## config.mk

```make
export PLATFORM = sky130hd
export DESIGN_NAME = lbist_controller
export DESIGN_NICKNAME = d
export VERILOG_FILES = /design/src/rtl/lbist_controller.sv
export SDC_FILE = /design/constraint.sdc
export NUM_CORES = 1
export LEC_CHECK = 0
export CORE_AREA = 4 4 66 68
export CTS_CLUSTER_DIAMETER = 200
export DETAILED_ROUTE_END_ITERATION = 16
export DIE_AREA = 0 0 70 72
export PLACE_DENSITY = 0.82
export RECOVER_POWER = 50
export SYNTH_ARGS = -nofsm -noshare
export SYNTH_HDL_FRONTEND = slang
export SYNTH_SLANG_ARGS = --single-unit
```

## constraint.sdc

```tcl
create_clock -name clk -period 5.19 [get_ports clk]
set_clock_uncertainty 0.1 [all_clocks]
set_input_delay 0.519 -clock clk [delete_from_list [all_inputs] [get_ports clk]]
set_output_delay 0.519 -clock clk [all_outputs]
set_load 0.1 [all_outputs]
```

## src/rtl/lbist_controller.sv

```systemverilog
// LBIST sequencer: for each seed, sends the seed to the LFSR and the hash count to the MISR,
// then compares the returned signature against its golden value. Reports one pass bit per round.
module lbist_controller #(
  parameter int SEED_BITS           = 32,
  parameter int SIGNATURE_BITS      = 32,
  parameter int NUM_SEEDS           = 8,
  parameter int MAX_OUTPUTS_TO_HASH = 32,
  parameter int LBIST_MSG_BITS      = $clog2(MAX_OUTPUTS_TO_HASH),
  parameter logic [NUM_SEEDS*SEED_BITS-1:0]      SEEDS             = '0,
  parameter logic [NUM_SEEDS*SIGNATURE_BITS-1:0] GOLDEN_SIGNATURES = '0
) (
  input  logic                      clk,
  input  logic                      reset,

  input  logic                      lbist_start_val,
  output logic                      lbist_start_rdy,

  output logic                      lbist_done_val,
  output logic [NUM_SEEDS-1:0]      lbist_done_msg,
  input  logic                      lbist_done_rdy,

  output logic                      lfsr_req_val,
  output logic [SEED_BITS-1:0]      lfsr_req_msg,
  input  logic                      lfsr_req_rdy,

  output logic                      misr_req_val,
  output logic [LBIST_MSG_BITS:0]   misr_req_msg,
  input  logic                      misr_req_rdy,

  input  logic                      misr_resp_val,
  input  logic [SIGNATURE_BITS-1:0] misr_resp_msg,
  output logic                      misr_resp_rdy
);

  localparam int IDX_BITS = (NUM_SEEDS > 1) ? $clog2(NUM_SEEDS) : 1;
  localparam logic [IDX_BITS-1:0] LAST_IDX = IDX_BITS'(NUM_SEEDS - 1);

  typedef enum logic [1:0] {IDLE, SEND, WAIT, DONE} state_t;

  state_t                  state;
  logic [IDX_BITS-1:0]     index;
  logic [IDX_BITS-1:0]     next_index;
  logic [SEED_BITS-1:0]    next_seed;
  logic [SIGNATURE_BITS-1:0] golden;
  logic                    lfsr_sent;
  logic                    misr_sent;
  logic [NUM_SEEDS-1:0]    result;

  assign next_index   = index + IDX_BITS'(1);
  assign next_seed    = SEEDS[next_index*SEED_BITS +: SEED_BITS];
  assign golden       = GOLDEN_SIGNATURES[index*SIGNATURE_BITS +: SIGNATURE_BITS];
  assign misr_req_msg = (LBIST_MSG_BITS+1)'(MAX_OUTPUTS_TO_HASH);
  assign lbist_done_msg = lbist_done_val ? result : '0;

  always_ff @(posedge clk) begin
    if (reset) begin
      state           <= IDLE;
      index           <= '0;
      lfsr_sent       <= 1'b0;
      misr_sent       <= 1'b0;
      result          <= '0;
      lbist_start_rdy <= 1'b1;
      lfsr_req_val    <= 1'b0;
      misr_req_val    <= 1'b0;
      misr_resp_rdy   <= 1'b0;
      lbist_done_val  <= 1'b0;
      lfsr_req_msg    <= '0;
    end else begin
      case (state)
        IDLE: begin
          if (lbist_start_val) begin
            state           <= SEND;
            index           <= '0;
            result          <= '0;
            lbist_start_rdy <= 1'b0;
            lfsr_req_val    <= 1'b1;
            misr_req_val    <= 1'b1;
            lfsr_req_msg    <= SEEDS[0 +: SEED_BITS];
          end
        end
        SEND: begin
          if (lfsr_req_val && lfsr_req_rdy) begin
            lfsr_sent    <= 1'b1;
            lfsr_req_val <= 1'b0;
          end
          if (misr_req_val && misr_req_rdy) begin
            misr_sent    <= 1'b1;
            misr_req_val <= 1'b0;
          end
          // Both vals are already low here, so this never races the fire updates above.
          if (lfsr_sent && misr_sent) begin
            state         <= WAIT;
            lfsr_sent     <= 1'b0;
            misr_sent     <= 1'b0;
            misr_resp_rdy <= 1'b1;
          end
        end
        WAIT: begin
          if (misr_resp_val && misr_resp_rdy) begin
            result[index] <= (misr_resp_msg == golden);
            misr_resp_rdy <= 1'b0;
            if (index == LAST_IDX) begin
              state          <= DONE;
              lbist_done_val <= 1'b1;
            end else begin
              state        <= SEND;
              index        <= next_index;
              lfsr_req_val <= 1'b1;
              misr_req_val <= 1'b1;
              lfsr_req_msg <= next_seed;
            end
          end
        end
        DONE: begin
          if (lbist_done_rdy) begin
            state           <= IDLE;
            lbist_done_val  <= 1'b0;
            lbist_start_rdy <= 1'b1;
          end
        end
        default: state <= IDLE;
      endcase
    end
  end

endmodule
```

==> impl.org, run 1 <==
** Timing
- Final period utilization :: a little over half
- Slew @ Worst Pin :: between 0.9 and 1 ns
- Setup repair after global routing left no endpoint under its margin.
- Total Neg Setup Slack :: 0 ns
- After layout, the minimum clock period comes to approximately 2.7 ns.
- Setup slack closes at between 2 and 2.5 ns.
- Hold Violations, Final :: 0
- The number of max-slew violations in the final report is 0.
- Timing would allow up to ~370 MHz.
- Worst slew slack as a fraction of its limit :: a little over a third
- Final setup violation count :: 0

** Worst setup path
- Data required time of the critical path :: between 4 and 5 ns
- Critical path startpoint category :: flop
- Setup Crit Path Kind :: reg -> out
- Critical path capture point type :: output pin
- Along the worst path, the maximum fanout reaches 10.
- CP arrival :: between 2 and 2.5 ns

** Finish
- Final Non-Filler Cells :: roughly 270
- Ranked by flip-flop count, first place goes to result.
- Antenna cell count :: 0
- Compared with the post-synthesis result, the final layout area differs by 30.4%.
- The largest registers in the layout are result: 8 flops, index: 3 flops, state: 2 flops.
- After the last flow step, the layout net total stands at 261.
- Largest register FFs :: 8
- The post-route netlist has about 5.0% of its cells at a drive strength greater than 1.
- Post-layout utilization of the core :: 48.0%

** Yosys
- Of all cell types, the one taking the most synthesized area is sky130_fd_sc_hd__dfxtp_1.
- Yosys cell types :: 37
- Number of storage elements in the synthesis netlist :: 20
- Among all flip-flop cells after synthesis, the most frequent one is sky130_fd_sc_hd__dfxtp_1.
- Each instance of the synthesized netlist takes up on average 8.15 um^2.
- In the post-synthesis netlist, the cell with the most instances is sky130_fd_sc_hd__buf_4.
- Yosys printed 0 warnings.
- Number of cells produced by synthesis :: approximately 170
- Yosys top cell area share :: approximately 28%
- After synthesis, the most frequently instantiated cells are sky130_fd_sc_hd__buf_4, sky130_fd_sc_hd__dfxtp_1, sky130_fd_sc_hd__nor2_1, sky130_fd_sc_hd__nand2b_1, sky130_fd_sc_hd__a21oi_1.
- Top cells by area in the synthesized netlist :: sky130_fd_sc_hd__dfxtp_1, sky130_fd_sc_hd__buf_4, sky130_fd_sc_hd__nand2b_1, sky130_fd_sc_hd__a21oi_1, sky130_fd_sc_hd__and2_1
- Summing the sequential cell areas from Yosys gives 28.2% of the chip area.
- Netlist Area Pre-Place :: ~1400 um^2
- Fraction of registers with async set/reset :: 0%
- Number of synthesized flops with an enable pin :: 0

** Floorplanning
- For this configuration, the core starts out at a cell density of between 30% and 40%.
- Chip height :: roughly 72 um
- After floorplanning, the core was sized to cover about 3900 um^2.
- Number of ports placed on the die boundary :: 90
- Area of the die :: slightly above 5000 um^2
- From left edge to right edge, the die measures about 70 um.
- Std-Cell Rows :: 23

** Clocking
- The number of setup buffers added after CTS is 0.
- Clk_lat worst skew :: 0.27 ns
- CTS saw 20 sinks.
- Clock transition at path regs :: 0.08 ns
- TritonCTS built the clock tree.
- No sink is reached through more buffers than the 2 on the longest clock path.
- Number of gates given a new drive strength after cts :: 0
- Buffers inserted to repair hold after CTS numbered 0.
- CTS Buf Count :: 3
- The tree is rooted in a sky130_fd_sc_hd__clkbuf_8.
- CTS built an H-tree with a depth of 1.

** Power and ir drop
- Share of total power in the clock network :: about 28%
- The analysis attributes to cell leakage a power of approximately 0.76 nW.
- Of the total power, the share spent switching nets is 43.5%.
- Across the VDD grid, the largest voltage drop is between 150 and 200 uV.
- Power per standard cell area :: between 200 and 300 nW/um^2
- In this run, the combinational gates consume slightly above 40% of the power.
- Internal Power :: 0.000313 W
- Sequential power share :: a little under a third
- The analysis attributes to net switching a power of roughly 0.00024 W.

** Global route
- Via count of the first global-routing pass :: around 1100
- Global routing consumed, over all layers together, roughly an eighth of the routing resources.
- After global routing the overflow that remains totals 0.
- Wire length of the first global-routing pass :: about 4.9 mm
- The number of antenna violations at the first check in global routing came to 0.
- Entering global routing, the biggest net connects 18 pins.

** Drt
- Antenna violation net count after detailed routing :: 0
- In the final routed layout, each cell accounts on average for about 12 um.
- For this block, the initial DRC count from the detailed router was 39.
- Across all layers, the routed design uses 1217 vias.
- Post-route DRC violation count :: 0
- Ratio of routed vias to standard cells :: 4.52
- The pre-antenna-repair detailed-routing pass consisted of 4 iterations.
- Post-Route WL :: 3.17 mm

** Placement
- During placement, the flow inserted port buffers numbering 51.
- Before CTS, the worst setup slack after placement is 2.73 ns.
- Final HPWL from detailed placement :: about 2.5 mm
- At the end of routability-driven placement, the weighted congestion stood at 0.767.
- Including well taps, the total number of placed cells is around 270.

** Min path
- The tightest min-delay check is of the reg -> reg type.

** Outcome
- Outcome :: completed

** Job
- Max cap viols :: 0
## final cells by class
cell class | count | area [um^2]
Multi-Input combinational cell | 141 | 793
Sequential cell | 20 | 400
Clock inverter | 1 | 30.0
Fill cell | 358 | 2010
Clock buffer | 3 | 41.3
Timing Repair Buffer | 51 | 510
Inverter | 3 | 11.3
Tap cell | 50 | 62.6
## critical path: stages, from the launching register on
cell	delay, ns
sky130_fd_sc_hd__dfxtp_1	0.51
sky130_fd_sc_hd__and2_1	0.20
sky130_fd_sc_hd__clkdlybuf4s50_1	1.14
## final timing paths
path                        start           endpoint  slack (ns)  cells past startpoint
setup / recovery   lbist_done_val  lbist_done_msg[1]        2.46                      2
setup reg to reg         state[1]          result[6]        2.92                      4
hold / removal    lbist_start_rdy    lbist_start_rdy        0.36                      1
hold reg to reg   lbist_start_rdy    lbist_start_rdy        0.36                      1
## per-stage QoR
step | power [W] | hold slack [ns] | cell area [um^2]
after floorplan | 0.000386 | 0.377 | 1550
after global placement | 0.000398 | 0.343 | 1790
after detailed placement | 0.000400 | 0.344 | 1790
after CTS | 0.000558 | 0.364 | 1860
after global routing | 0.000573 | 0.391 | 1850
final | 0.000553 | 0.362 | 1850
## cell families (layout without fill, tap and decap cells)
logic type                 count (synthesis)  in the layout  synth area share [%]
buffers and inverters                     49             58                  24.5
and+or+nand+nor                           66             66                  27.1
adders and majority gates                  2              2                  1.76
other                                      2             38                 0.530
DFF                                       20             20                  28.2
AOI/OAI and AO/OA                         34             34                  17.0
muxes                                      1              1                 0.794
## power groups by stage
| stage | logic, W | clock network [W] | registers [W] |
|---|---|---|---|
| CTS | 0.000224 | 0.000162 | 0.000173 |
| global route | 0.000232 | 0.000166 | 0.000175 |
| finish | 0.000223 | 0.000158 | 0.000173 |
| detailed placement | 0.000224 | 0 | 0.000176 |
| floorplan | 0.000192 | 0 | 0.000194 |
| global placement | 0.000222 | 0 | 0.000176 |
## placed cells by master, fill, tap and decap left out, types with 3 or more instances in the layout
cell                               n
sky130_fd_sc_hd__nand2b_1         11
sky130_fd_sc_hd__and3_1            4
sky130_fd_sc_hd__inv_1             3
sky130_fd_sc_hd__nor4_1            8
sky130_fd_sc_hd__nor3_1            7
sky130_fd_sc_hd__and2_1            8
sky130_fd_sc_hd__o21ai_0           3
sky130_fd_sc_hd__clkdlybuf4s50_1  49
sky130_fd_sc_hd__a31o_2            4
sky130_fd_sc_hd__clkbuf_8          3
sky130_fd_sc_hd__nand2_1           6
sky130_fd_sc_hd__conb_1           38
sky130_fd_sc_hd__a41o_1            3
sky130_fd_sc_hd__nor2_1           12
sky130_fd_sc_hd__dfxtp_1          20
sky130_fd_sc_hd__a21oi_1          10
sky130_fd_sc_hd__o31ai_1           3
## routing by layer
layer  global-route usage [%]  up-vias  share of wire, %
met5                        0        -                 0
li1                         -      625                 -
met2                     21.6       42                53
met4                     5.96        0               2.2
met1                     13.7      545                38
met3                     1.66        5               5.8
(Power assumes the default switching activity.)
==> run 2, diff against run 1 <==
Settings changed: CORE_AREA 4 4 66 68 to 4 4 67 69, DIE_AREA 0 0 70 72 to 0 0 71 73, PLACE_DENSITY 0.82 to 0.8.
Clock period 5.19 ns to 2.9 ns, I/O delays scaled along.
==> impl.org, run 2 (synthesized netlist as in run 1, its figures left out) <==
** Drt
- Using the TritonRoute via totals, the vias-per-cell ratio works out to approximately 4.5.
- DRC marker count from the first detailed-route iteration :: 43
- Total number of vias :: 1222
- For this run, the detailed router's first-pass iteration total came to 4.
- In the final routed layout, each cell accounts on average for around 12 um.
- Wires add up to between 3 and 4 mm.
- Antenna violation net count after detailed routing :: 0
- Post-route DRC violation count :: 0

** Worst setup path
- Critical path startpoint category :: flop
- The worst setup path is of the reg -> out kind.
- Slack of the worst reg-to-reg path :: about 0.95 ns
- Traced cell by cell, the critical path runs through and2_1 > clkbuf_1.
- The worst setup path is captured at an output pin.
- Category of cells accounting for the largest share of critical-path delay :: buffers and inverters
- Startpoint of the lowest-slack register-to-register path :: index[0]
- Data required time of the critical path :: approximately 2.5 ns
- Cell with the largest stage delay on the worst path :: sky130_fd_sc_hd__clkbuf_1
- For this run, the slowest stage of the critical path takes between 0.8 and 0.9 ns.
- Number of cells traversed by the worst register-to-register path :: 6
- In this run the critical register-to-register path is captured at index[0].
- Bufs and invs on worst path :: 1
- Worst-path maximum fanout :: 10
- At the worst endpoint, the arrival time is between 1.5 and 2 ns.

** Global route
- Entering global routing, the biggest net connects 14 pins.
- Wire length of the first global-routing pass :: roughly 5.0 mm
- Initial antenna violation count :: 0
- The via count of the first global-routing pass was ~1100.
- Total global-route track usage :: 11.6%
- The total overflow left after global routing is 0.

** Clocking
- In this run the number of H-tree levels came out at 1.
- CTS root buffer :: sky130_fd_sc_hd__clkbuf_8
- The clock passes through at most 2 buffers.
- Gates resized during post-CTS repair numbered 0.
- Clk_lat worst skew :: 0.25 ns
- Clock transition at path regs :: roughly 0.070 ns
- Clock tree synthesis inserted a total of 3 buffers.
- Count of clock tree sinks :: 20
- Post-CTS Repair Setup Buffers :: 0
- Count of hold buffers inserted by post-cts repair :: 0
- TritonCTS built the clock tree.

** Placement
- At the placement stage, the worst setup path has a slack of between 0.9 and 1 ns.
- Routability-driven placement finished with a final weighted congestion of 0.797.
- The wire-length estimate of the detail-placed layout is approximately 2.7 mm.
- In this run the tool buffered the top-level ports with between 50 and 60 buffer cells.
- Placed Cells incl. Taps :: between 200 and 300

** Finish
- Footprint of the multi-input gates :: 805 um^2
- Layout fillers :: ~400
- Most frequent standard cell in the layout excluding fill and tap cells :: sky130_fd_sc_hd__conb_1
- Area taken by flip-flops and latches :: between 400 and 500 um^2
- The area growth from synthesis to layout is 24.7%.
- Of the cells placed in the final design, the portion with a size suffix greater than 1 is about 6.8%.
- Final layout net count :: 262
- The largest registers in the layout are result: 8 flops, index: 3 flops, state: 2 flops.
- Counting flops per register, the top entry is result.
- Largest register FFs :: 8
- Final Non-Filler Cells :: between 200 and 300
- In the layout the commonest cells are sky130_fd_sc_hd__conb_1, sky130_fd_sc_hd__clkdlybuf4s50_1, sky130_fd_sc_hd__dfxtp_1.
- Antenna cell count :: 0

** Timing
- Setup violations remaining at the end of the flow were counted as 0.
- Adding up every negative setup slack in the final design gives 0 ns.
- Headroom to the max-slew limit came out at between 20 and 25%.
- For the pin with the worst max-slew slack, the measured transition is between 1 and 1.5 ns.
- Static timing analysis puts the maximum clock frequency at 458 MHz.
- The final count of hold timing violations came to 0.
- The number of max-slew violations in the final report was 0.
- The worst path meets setup with roughly 0.72 ns of slack.
- On the final layout, the worst hold slack is between 0.3 and 0.4 ns.
- Minimum period implied by the final worst setup slack :: 2.18 ns
- Setup repair after global routing left no endpoint under its margin.
- Dividing the final minimum period by the clock period gives approximately 75%.

** Floorplanning
- In this run the horizontal extent of the chip is slightly above 70 um.
- Chip height :: between 70 and 80 um
- Row generation in the floorplan step produced 23 rows.
- The region available for standard cell placement spans 3910 um^2.
- During I/O placement, the number of pins put on the boundary was 90.
- Initial core utilization :: 36.2%
- The die covers approximately 5200 um^2.

** Power and ir drop
- Leakage Power :: 0.741 nW
- Overall Power :: about 0.00088 W
- VDD sags by at most around 180 uV.
- Power per standard cell area :: slightly below 500 nW/um^2

** Min path
- Along the worst hold path, the cell count comes to 1.
- Min-Delay Startpoint :: lbist_start_rdy
- Type of the worst min-delay path :: reg -> reg
- Hold-critical path endpoint :: lbist_start_rdy

** Job
- Max cap viols :: 0

** Outcome
- The flow ran to the end, and the final reports show no timing, DRC or antenna violations.
==> run 2: changes by cell type in the layout (fill, tap and decap cells not counted), sizes merged <==
| cell | before | now |
|---|---|---|
| bufinv | 1 | 0 |
| buf | 0 | 4 |
| clkbuf | 3 | 13 |
| clkdlybuf4s50 | 49 | 36 |
==> run 2: per-layer routing <==
layer	part of all wire [%]	routed length (um)	global-route usage (%)
met1	40	1300	14.4
met2	54	1730	21.0
met3	5.1	164	1.79
met4	0.65	21	3.13
met5	0	0	0
==> run 2: worst max-delay path by stage <==
stage,endpoint,from,cells after the start
floorplan,lbist_done_msg[0],lbist_done_val,1
global placement,result[2],misr_resp_msg[27],5
detailed placement,result[1],misr_resp_msg[19],5
CTS,index[0],index[1],6
global route,lbist_done_msg[4],lbist_done_val,2
finish,lbist_done_msg[3],lbist_done_val,2
==> run 2: report_power, final <==
part	total [W]	internal (W)	switching (W)	leakage, nW
Clock	0.000175	0.0000922	0.0000823	0.0216
Combinational	0.000394	0.0000816	0.000312	0.557
Sequential	0.000310	0.000288	0.0000219	0.162
==> run 2: final cells by class <==
cell class / instances / share of cell area, %
tap: 50 / 3.54
timing repair buffer: 52 / 25.3
inverter: 3 / 0.637
multi-input combinational: 141 / 45.5
clock buffer: 3 / 2.34
sequential: 20 / 22.6
==> run 2: per-stage QoR <==
stage          util, %  instance area (um^2)
2_1_floorplan        -                  1550
3_3_place_gp      45.1                  1760
3_5_place_dp      45.1                  1760
4_1_cts           46.1                  1810
5_1_grt           45.2                  1770
6_report          45.2                  1770
==> run 3, diff against run 2 <==
Clock period 2.9 ns to 2.2 ns, I/O delays scaled along.
==> impl.org, run 3 (synthesized netlist as in run 1, its figures left out) <==
** Power and ir drop
- Per report_power, the clock group accounts for about 23% of the total.
- Sequential power share :: around 34%
- In this run the power spent charging and discharging nets is 0.000559 W.
- Sw Share :: approximately 46%
- Dividing total power by cell area gives a power density of 665 nW/um^2.
- Internal Power :: roughly 0.00065 W
- Worst vdd rail ir drop :: between 200 and 300 uV
- Summed over all cells, the static leakage comes to between 0.7 and 0.8 nW.
- Combinational share of power :: 43.1%

** Drt
- In this run the remaining antenna-violating nets after routing total 0.
- Post-Route WL :: 3.27 mm
- The highest layer touched by signal routing is met4.
- Detailed-routing wirelength on met1 :: 1.22 mm
- DRC marker count from the first detailed-route iteration :: 35
- Dividing the detail-routed via count by the number of cells gives 4.57.
- Total number of vias :: 1243
- After detailed routing, the number of remaining DRC violations is 0.
- First drt pass iteration count :: 4
- Routed wirelength normalized by instance count :: roughly 12 um
- Metal3 WL :: around 200 um
- Met2 routed WL :: between 1.5 and 2 mm

** Timing
- Derived from the worst setup path, the maximum achievable clock frequency is approximately 520 MHz.
- The routed design could run at a clock period as short as ~1.9 ns.
- Setup total negative slack on the finished layout was measured at 0 ns.
- The number of max-slew violations in the final report was 0.
- Setup repair after global routing left no endpoint under its margin.
- At the pin with the least slew margin, the transition time is roughly 1.2 ns.
- Final period utilization :: just under 90%
- Final setup violation count :: 0
- Setup slack on the critical path of the routed design comes to approximately 0.26 ns.
- The worst pin sits at a relative slew slack of between 20 and 25%.
- Hold Violations, Final :: 0

** Finish
- Final cell area excluding filler cells :: 1810 um^2
- The post-route netlist has between 10% and 20% of its cells at a drive strength greater than 1.
- The register with the most flip-flops in the final layout is result.
- Post-layout utilization of the core :: about 46%
- Area delta synth->final :: 27.8%
- The register with the most flip-flops in the layout has 8 of them.
- In the final layout, the registers with the most flip-flops are result: 8 flops, index: 3 flops, state: 2 flops.
- The library cell used most frequently in the layout, excluding fill and tap cells, is sky130_fd_sc_hd__conb_1.
- The finished layout holds 272 standard cells, fillers aside.
- Top library cells by usage in the layout, fill and taps aside :: sky130_fd_sc_hd__conb_1, sky130_fd_sc_hd__clkdlybuf4s50_1, sky130_fd_sc_hd__dfxtp_1
- At the end of the flow, the number of nets in the layout was around 260.
- Fill cells in the final layout number about 400.
- The repair_antennas step left the layout with diodes totalling 0.

** Worst setup path
- Data on the critical path is required at its endpoint by 2.25 ns.
- In this run the register-to-register setup slack is ~0.26 ns.
- Setup Crit Path Kind :: reg -> reg
- Number of cells traversed by the worst register-to-register path :: 6
- Endpoint of the lowest-slack register-to-register path :: index[0]
- Startpoint of the lowest-slack register-to-register path :: index[0]
- The worst setup path is captured at a flop.
- STA classifies the critical path startpoint as a flop.
- For the worst setup path, the data arrival time is around 2.0 ns.
- Worst-path maximum fanout :: 10

** Global route
- Initial antenna violation count :: 0
- Wire length of the first global-routing pass :: around 5.3 mm
- Entering global routing, the biggest net connects 14 pins.
- Via count of the first global-routing pass :: about 1100
- Summed over all layers, the global routing overflow is 0.
- Total global-route track usage :: between 10% and 20%

** Floorplanning
- Number of ports placed on the die boundary :: 90
- The region available for standard cell placement spans 3910 um^2.
- Area of the die :: 5180 um^2
- Std-Cell Rows :: 23
- Initial core utilization :: between 30% and 40%
- Chip height :: 73 um
- Die Width :: roughly 71 um

** Clocking
- For this design, the CTS-stage hold fixing added 0 buffers.
- Number of buffers on the longest clock path :: 2
- After clock tree synthesis, the setup repair step added 0 buffers.
- CTS root buffer :: sky130_fd_sc_hd__clkbuf_8
- Clock transition at path regs :: 0.07 ns
- Counting every sink on the clock net gives 20.
- CTS Buf Count :: 3
- After clock tree synthesis, the repair step resized 0 gates.
- The clock reaches the later pin of the worst-skew pair after roughly 0.25 ns.
- H-tree levels :: 1
- CTS tree :: built

** Placement
- RePlAce Congestion :: ~0.80
- Buffers on Ports :: between 50 and 60
- Final HPWL from detailed placement :: between 2 and 3 mm
- Summing all placed instances gives a cell area of approximately 1800 um^2.
- Placed Cells incl. Taps :: ~270
- Worst-case setup slack after placement :: between 0.2 and 0.3 ns

** Job
- Max cap viols :: 0

** Outcome
- The flow ran to the end, and the final reports show no timing, DRC or antenna violations.

** Min path
- The worst hold path begins at lbist_start_rdy.
- Type of the worst min-delay path :: reg -> reg
- Depth of the worst hold-timing path :: 1
- The worst hold path terminates at lbist_start_rdy.
[run 3: cell count changes in the layout (fill, tap and decap cells not counted), sizes merged]
cell	previous run	this run
clkbuf	13	15
clkdlybuf4s50	36	37
dlygate4sd3	2	1
buf	4	5
[run 3: power by group through the flow]
stage / Clock, W / Combinational (W) / Sequential, W
floorplan: 0 / 0.000453 / 0.000457
CTS: 0.000286 / 0.000528 / 0.000409
finish: 0.000276 / 0.000520 / 0.000409
detailed placement: 0 / 0.000527 / 0.000417
global route: 0.000305 / 0.000541 / 0.000413
global placement: 0 / 0.000525 / 0.000417
[run 3: final cells by class]
cell class	instances	area [um^2]	area share (%)
multi-input combinational	141	815	45.0
timing repair buffer	54	468	25.8
sequential	20	400	22.1
tap	50	62.6	3.45
clock buffer	4	55.1	3.04
inverter	3	11.3	0.622
[run 3: worst max path at each step]
stage	from	to	slack, ns	depth (start not counted)
2_1_floorplan	misr_resp_rdy	result[6]	0.12	4
3_3_place_gp	index[0]	index[0]	0.36	6
3_5_place_dp	index[0]	index[0]	0.29	6
4_1_cts	index[0]	index[0]	0.27	6
5_1_grt	index[0]	index[0]	0.15	6
6_report	index[0]	index[0]	0.26	6
[run 3: routing by layer]
metal	global-route usage, %	up-vias
met1	15.0	573
met4	2.51	0
met3	1.38	2
met5	0	-
li1	-	626
met2	23.0	42
[run 3: through the flow]
stage                     total power, W  hold WS, ns
final                            0.00120        0.367
after global routing             0.00126        0.403
after CTS                        0.00122        0.374
after detailed placement        0.000944        0.353
after global placement          0.000941        0.340
after floorplan                 0.000910        0.279
[run 3: worst max-delay path, stage by stage (launching register included)]
cell                       delay [ns]
sky130_fd_sc_hd__dfxtp_1         0.40
sky130_fd_sc_hd__ha_1            0.24
sky130_fd_sc_hd__ha_1            0.20
sky130_fd_sc_hd__nand4b_1        0.17
sky130_fd_sc_hd__a21oi_1         0.32
sky130_fd_sc_hd__nor2_1          0.12
sky130_fd_sc_hd__mux2_2          0.29
